--- src/rtl/mem_master.sv ---
// mem_master: valid/ready bus initiator that sequences the single-port RAM's strobes.
// Define MEM_MASTER_WRITE_VERIFY_EN to add a read-back check after every write.
module mem_master #(
    parameter int A = 8,
    parameter int W = 16
) (
    input  logic         clk,
    input  logic         rst,
    input  logic         req_valid,
    output logic         req_ready,
    input  logic         req_write,
    input  logic [A-1:0] req_addr,
    input  logic [W-1:0] req_wdata,
    input  logic         clear_req,
    output logic         rsp_valid,
    output logic [W-1:0] rsp_rdata,
    output logic         rsp_err,
    output logic         mem_enable,
    output logic         mem_clear,
    output logic         mem_read_en,
    output logic         mem_write_en,
    output logic [A-1:0] mem_addr,
    output logic [W-1:0] mem_datain,
    input  logic [W-1:0] mem_dataout
);

`ifdef MEM_MASTER_WRITE_VERIFY_EN
    typedef enum logic [2:0] {
        IDLE, RD_CMD, RD_CAP, WR_CMD, VFY_CMD, VFY_CAP, CLR
    } state_t;
`else
    typedef enum logic [2:0] {
        IDLE, RD_CMD, RD_CAP, WR_CMD, CLR
    } state_t;
`endif

    state_t         state_q, state_d;
    logic           req_ready_q, req_ready_d;
    logic           rsp_valid_q, rsp_valid_d;
    logic [W-1:0]   rsp_rdata_q, rsp_rdata_d;
    logic           mem_enable_q, mem_enable_d;
    logic           mem_clear_q, mem_clear_d;
    logic           mem_read_en_q, mem_read_en_d;
    logic           mem_write_en_q, mem_write_en_d;
    logic [A-1:0]   mem_addr_q, mem_addr_d;
    logic [W-1:0]   mem_datain_q, mem_datain_d;
`ifdef MEM_MASTER_WRITE_VERIFY_EN
    logic           rsp_err_q, rsp_err_d;
`endif

    always_comb begin
        state_d        = state_q;
        req_ready_d    = req_ready_q;
        rsp_valid_d    = 1'b0;
        rsp_rdata_d    = rsp_rdata_q;
        mem_enable_d   = 1'b1;
        mem_clear_d    = 1'b1;
        mem_read_en_d  = 1'b0;
        mem_write_en_d = 1'b0;
        mem_addr_d     = mem_addr_q;
        mem_datain_d   = mem_datain_q;
`ifdef MEM_MASTER_WRITE_VERIFY_EN
        rsp_err_d      = 1'b0;
`endif
        case (state_q)
            IDLE: begin
                // Ready rises on the first edge after reset; clear outranks a pending request.
                req_ready_d = 1'b1;
                if (req_ready_q && clear_req) begin
                    state_d     = CLR;
                    mem_clear_d = 1'b0;
                    req_ready_d = 1'b0;
                end else if (req_ready_q && req_valid) begin
                    mem_addr_d   = req_addr;
                    mem_datain_d = req_wdata;
                    req_ready_d  = 1'b0;
                    if (req_write) begin
                        state_d        = WR_CMD;
                        mem_write_en_d = 1'b1;
                    end else begin
                        state_d       = RD_CMD;
                        mem_read_en_d = 1'b1;
                    end
                end
            end
            RD_CMD: begin
                state_d = RD_CAP;
            end
            RD_CAP: begin
                state_d     = IDLE;
                rsp_rdata_d = mem_dataout;
                rsp_valid_d = 1'b1;
                req_ready_d = 1'b1;
            end
            WR_CMD: begin
`ifdef MEM_MASTER_WRITE_VERIFY_EN
                state_d       = VFY_CMD;
                mem_read_en_d = 1'b1;
`else
                state_d     = IDLE;
                rsp_valid_d = 1'b1;
                req_ready_d = 1'b1;
`endif
            end
`ifdef MEM_MASTER_WRITE_VERIFY_EN
            VFY_CMD: begin
                state_d = VFY_CAP;
            end
            VFY_CAP: begin
                state_d     = IDLE;
                rsp_rdata_d = mem_dataout;
                rsp_err_d   = (mem_dataout != mem_datain_q);
                rsp_valid_d = 1'b1;
                req_ready_d = 1'b1;
            end
`endif
            CLR: begin
                state_d     = IDLE;
                rsp_rdata_d = '0;
                rsp_valid_d = 1'b1;
                req_ready_d = 1'b1;
            end
            default: begin
                state_d     = IDLE;
                req_ready_d = 1'b0;
            end
        endcase
    end

    always_ff @(posedge clk or posedge rst) begin
        if (rst) begin
            state_q        <= IDLE;
            req_ready_q    <= 1'b0;
            rsp_valid_q    <= 1'b0;
            rsp_rdata_q    <= '0;
            mem_enable_q   <= 1'b0;
            mem_clear_q    <= 1'b1;
            mem_read_en_q  <= 1'b0;
            mem_write_en_q <= 1'b0;
            mem_addr_q     <= '0;
            mem_datain_q   <= '0;
`ifdef MEM_MASTER_WRITE_VERIFY_EN
            rsp_err_q      <= 1'b0;
`endif
        end else begin
            state_q        <= state_d;
            req_ready_q    <= req_ready_d;
            rsp_valid_q    <= rsp_valid_d;
            rsp_rdata_q    <= rsp_rdata_d;
            mem_enable_q   <= mem_enable_d;
            mem_clear_q    <= mem_clear_d;
            mem_read_en_q  <= mem_read_en_d;
            mem_write_en_q <= mem_write_en_d;
            mem_addr_q     <= mem_addr_d;
            mem_datain_q   <= mem_datain_d;
`ifdef MEM_MASTER_WRITE_VERIFY_EN
            rsp_err_q      <= rsp_err_d;
`endif
        end
    end

    assign req_ready    = req_ready_q;
    assign rsp_valid    = rsp_valid_q;
    assign rsp_rdata    = rsp_rdata_q;
    assign mem_enable   = mem_enable_q;
    assign mem_clear    = mem_clear_q;
    assign mem_read_en  = mem_read_en_q;
    assign mem_write_en = mem_write_en_q;
    assign mem_addr     = mem_addr_q;
    assign mem_datain   = mem_datain_q;
`ifdef MEM_MASTER_WRITE_VERIFY_EN
    assign rsp_err      = rsp_err_q;
`else
    assign rsp_err      = 1'b0;
`endif

endmodule

--- config.mk ---
export PLATFORM = sky130hd
export DESIGN_NAME = mem_master
export DESIGN_NICKNAME = d
export VERILOG_FILES = /design/src/rtl/mem_master.sv
export SDC_FILE = /design/constraint.sdc
export NUM_CORES = 1
export LEC_CHECK = 0
export BUFFER_PORTS_ARGS = -buffer_cell sky130_fd_sc_hd__buf_4
export CAP_MARGIN = 20
export CORE_ASPECT_RATIO = 0.5
export CORE_MARGIN = 5
export CORE_UTILIZATION = 46
export CTS_CLUSTER_SIZE = 16
export DETAILED_ROUTE_END_ITERATION = 7
export GPL_TIMING_DRIVEN = 0
export PLACE_DENSITY = 0.88
export RECOVER_POWER = 100
export SYNTH_ARGS = -nofsm -noshare
export SYNTH_HDL_FRONTEND = slang
export SYNTH_SLANG_ARGS = --single-unit
--- constraint.sdc ---
create_clock -name clk -period 1.8 [get_ports clk]
set_input_delay 0.09 -clock clk [delete_from_list [all_inputs] [get_ports clk]]
set_output_delay 0.09 -clock clk [all_outputs]
set_load 0.05 [all_outputs]
==> flow_metrics.tcl <==
set metrics [dict create \
    cpLargestDelayFamily "simple AND/OR/NAND/NOR gates" \
    drv_cap 0 \
    final_layout_size_suffix_gt1_share_pct 33.9 \
    top_layer "met4" \
    io_buffers 90 \
    postRouteAntennaNets 0 \
    cp-start-kind "flop" \
    syn-num-nets 180 \
    r2r_start "state_q[0]" \
    dp_hpwl_um 3850 \
    path_buf_inv 1 \
    final_common_cell "clkbuf_1" \
    r2r_slack_ns 0.08 \
    cts-root-buf "clkbuf_8" \
    max_freq_mhz 583 \
    met3_wirelength_um 254 \
    start_util_pct 46.9 \
    diodes 0 \
    totalWireLength_um 5180 \
    slowest_stage "dfrtp_1" \
    synthCells 135 \
    cts_max_level 2 \
    required_ns 1.98 \
    post_cts_buffers 0 \
    drc_errors 0 \
    synth_area_um2 2040 \
    clock_skew_ns 0.0157 \
    syn-mean-instance-area_um2 15.1 \
    final_max_slew_viol_count 0 \
    clk_pin_slew_ns 0.10 \
    cts.sinks 49 \
    cts.path.max_buffers 2 \
    holdCritPathClass "input port to flop" \
    fillerInstances 379 \
    cp_slowest_stage_delay_ns 0.47 \
    die_x_um 104 \
    setup_viol 0 \
    violations "negative hold slack" \
    overflow 0 \
    ys_types 22 \
    crit_path_max_fanout 10 \
    cts-buffers-inserted 5 \
    cts_resized 0 \
    hold_depth 2 \
    pin_count 92 \
    grt_max_degree 37 \
    num_vias 1523 \
    seq_area_frac_synth_pct 60.3 \
    nets 280 \
    ys_warn_count 0 \
    wl_met2_um 2750 \
    rows 17 \
    finalCritPeriodShare_pct 95.3 \
    reg2reg_to "mem_datain[3]" \
    grt_pass1_wl_um 8320 \
    cts_tree "built" \
    slew-limit-headroom_pct 57.1 \
    final-hold-violation-count 1 \
    min_period_ns 1.72 \
    ys_seq_elements 49 \
    coreArea_um2 4340 \
    grt_pass1_vias 1656 \
    crit_type "flop to flop" \
    worstSetupEndpointType "flop" \
    hold_buffers 2 \
    rr_worst_depth 4 \
    worst_pin_slew_ns 0.646 \
    drt_iter0_markers 65 \
    drt-pass1-iter-count 4 \
    place.gp.congestion 0.710 \
    antenna_found_initial 0 \
    die-area_um2 5940 \
    status "finished, violations left" \
    worstHoldStart "req_wdata[4]" \
    rsz0062_at_grt "false" \
    detail_route.wl_per_cell_um 17.7 \
    die_y_um 57.0 \
    critPathArrivalTime_ns 1.89 \
    wl_met1_um 2100 \
    min_to "mem_datain[4]" \
    detail_route.vias_per_cell 5.20 \
    worstSkewPairLatency_ns 0.30 \
    hold_slack_ns -0.00114 \
    area_growth_pct 32.8 \
    fin_setup_tns_ns 0 \
    layout_common_cells "clkbuf_1, dfrtp_1, buf_4" \
    grt_util_all_layers_pct 17.4 \
    path_cells "nor4b_4 > nand2_4 > buf_6 > mux2_1" \
]
-- state kept, by name, summed over array words and instances, names as in the netlist --
signal	flops
mem_write_en	1
mem_datain	16
req_ready	1
mem_enable	1
rsp_valid	1
mem_addr	8
mem_clear	1
mem_read_en	1
state_q	3
rsp_rdata	16
-- through the flow --
| stage | hold WS, ns | utilization, % | cell area [um^2] | setup slack [ns] | std cells |
|---|---|---|---|---|---|
| after floorplan | 0.156 | - | 2040 | 0.0805 | 135 |
| after global placement | 0.263 | 64.1 | 2780 | -0.0193 | 282 |
| after detailed placement | 0.0723 | 64.6 | 2800 | 0.0926 | 283 |
| after CTS | 0.0116 | 66.9 | 2900 | 0.0803 | 293 |
| after global routing | 0.000222 | 62.3 | 2700 | 0.00856 | 293 |
| final | -0.00114 | 62.3 | 2700 | 0.0845 | 293 |
-- layout make-up --
type / instances / area, um^2 / area share (%)
flip-flops and latches: 49 / 1230 / 45.4
clock inverters: 1 / 5.00 / 0.185
well taps: 57 / 71.3 / 2.64
clock buffers: 7 / 76.3 / 2.82
plain buffers: 9 / 55.1 / 2.04
multi-input cells: 74 / 727 / 26.9
inverters: 3 / 11.3 / 0.416
repair buffers: 93 / 531 / 19.6
-- routing by layer --
layer | vias to the layer above | track usage, %
li1 | 694 | -
met1 | 773 | 21.2
met2 | 48 | 30.9
met3 | 8 | 3.95
met4 | 0 | 5.90
met5 | - | 0
-- cells in the mapped netlist, drive strengths merged --
cell type,count,area share [%]
dfrtp,48,59
a22o,32,14
mux2,25,17
buf,5,2.0
clkbuf,4,0.74
nor2,4,0.74
inv,3,0.55
and2,2,0.61
conb,2,0.37
a31oi,1,0.31
and3,1,0.31
dfstp,1,1.3
nand2,1,0.55
nor2b,1,0.31
nor3,1,0.25
nor4b,1,1.2
o21ai,1,0.25
o21bai,1,0.37
o22ai,1,0.31
-- kinds of logic after synthesis --
group / after synthesis / share of synthesized area, %
AOI/OAI and AO/OA: 36 / 15.0
buffers and inverters: 12 / 3.26
DFF: 49 / 60.3
muxes: 25 / 17.1
other: 2 / 0.369
and+or+nand+nor: 11 / 3.93
-- worst max-delay path by stage --
| stage | startpoint | endpoint | slack (ns) | cells past startpoint |
|---|---|---|---|---|
| floorplan | req_ready | mem_addr[0] | 0.08 | 4 |
| global placement | rst | rsp_rdata[15] | -0.02 | 2 |
| detailed placement | state_q[0] | mem_datain[2] | 0.09 | 4 |
| CTS | state_q[0] | mem_datain[5] | 0.08 | 4 |
| global route | state_q[0] | mem_datain[7] | 0.009 | 4 |
| finish | state_q[0] | mem_datain[3] | 0.08 | 4 |
Power is not shown: default switching activity piles up to over one toggle a cycle in this logic, so the estimate is an artifact.
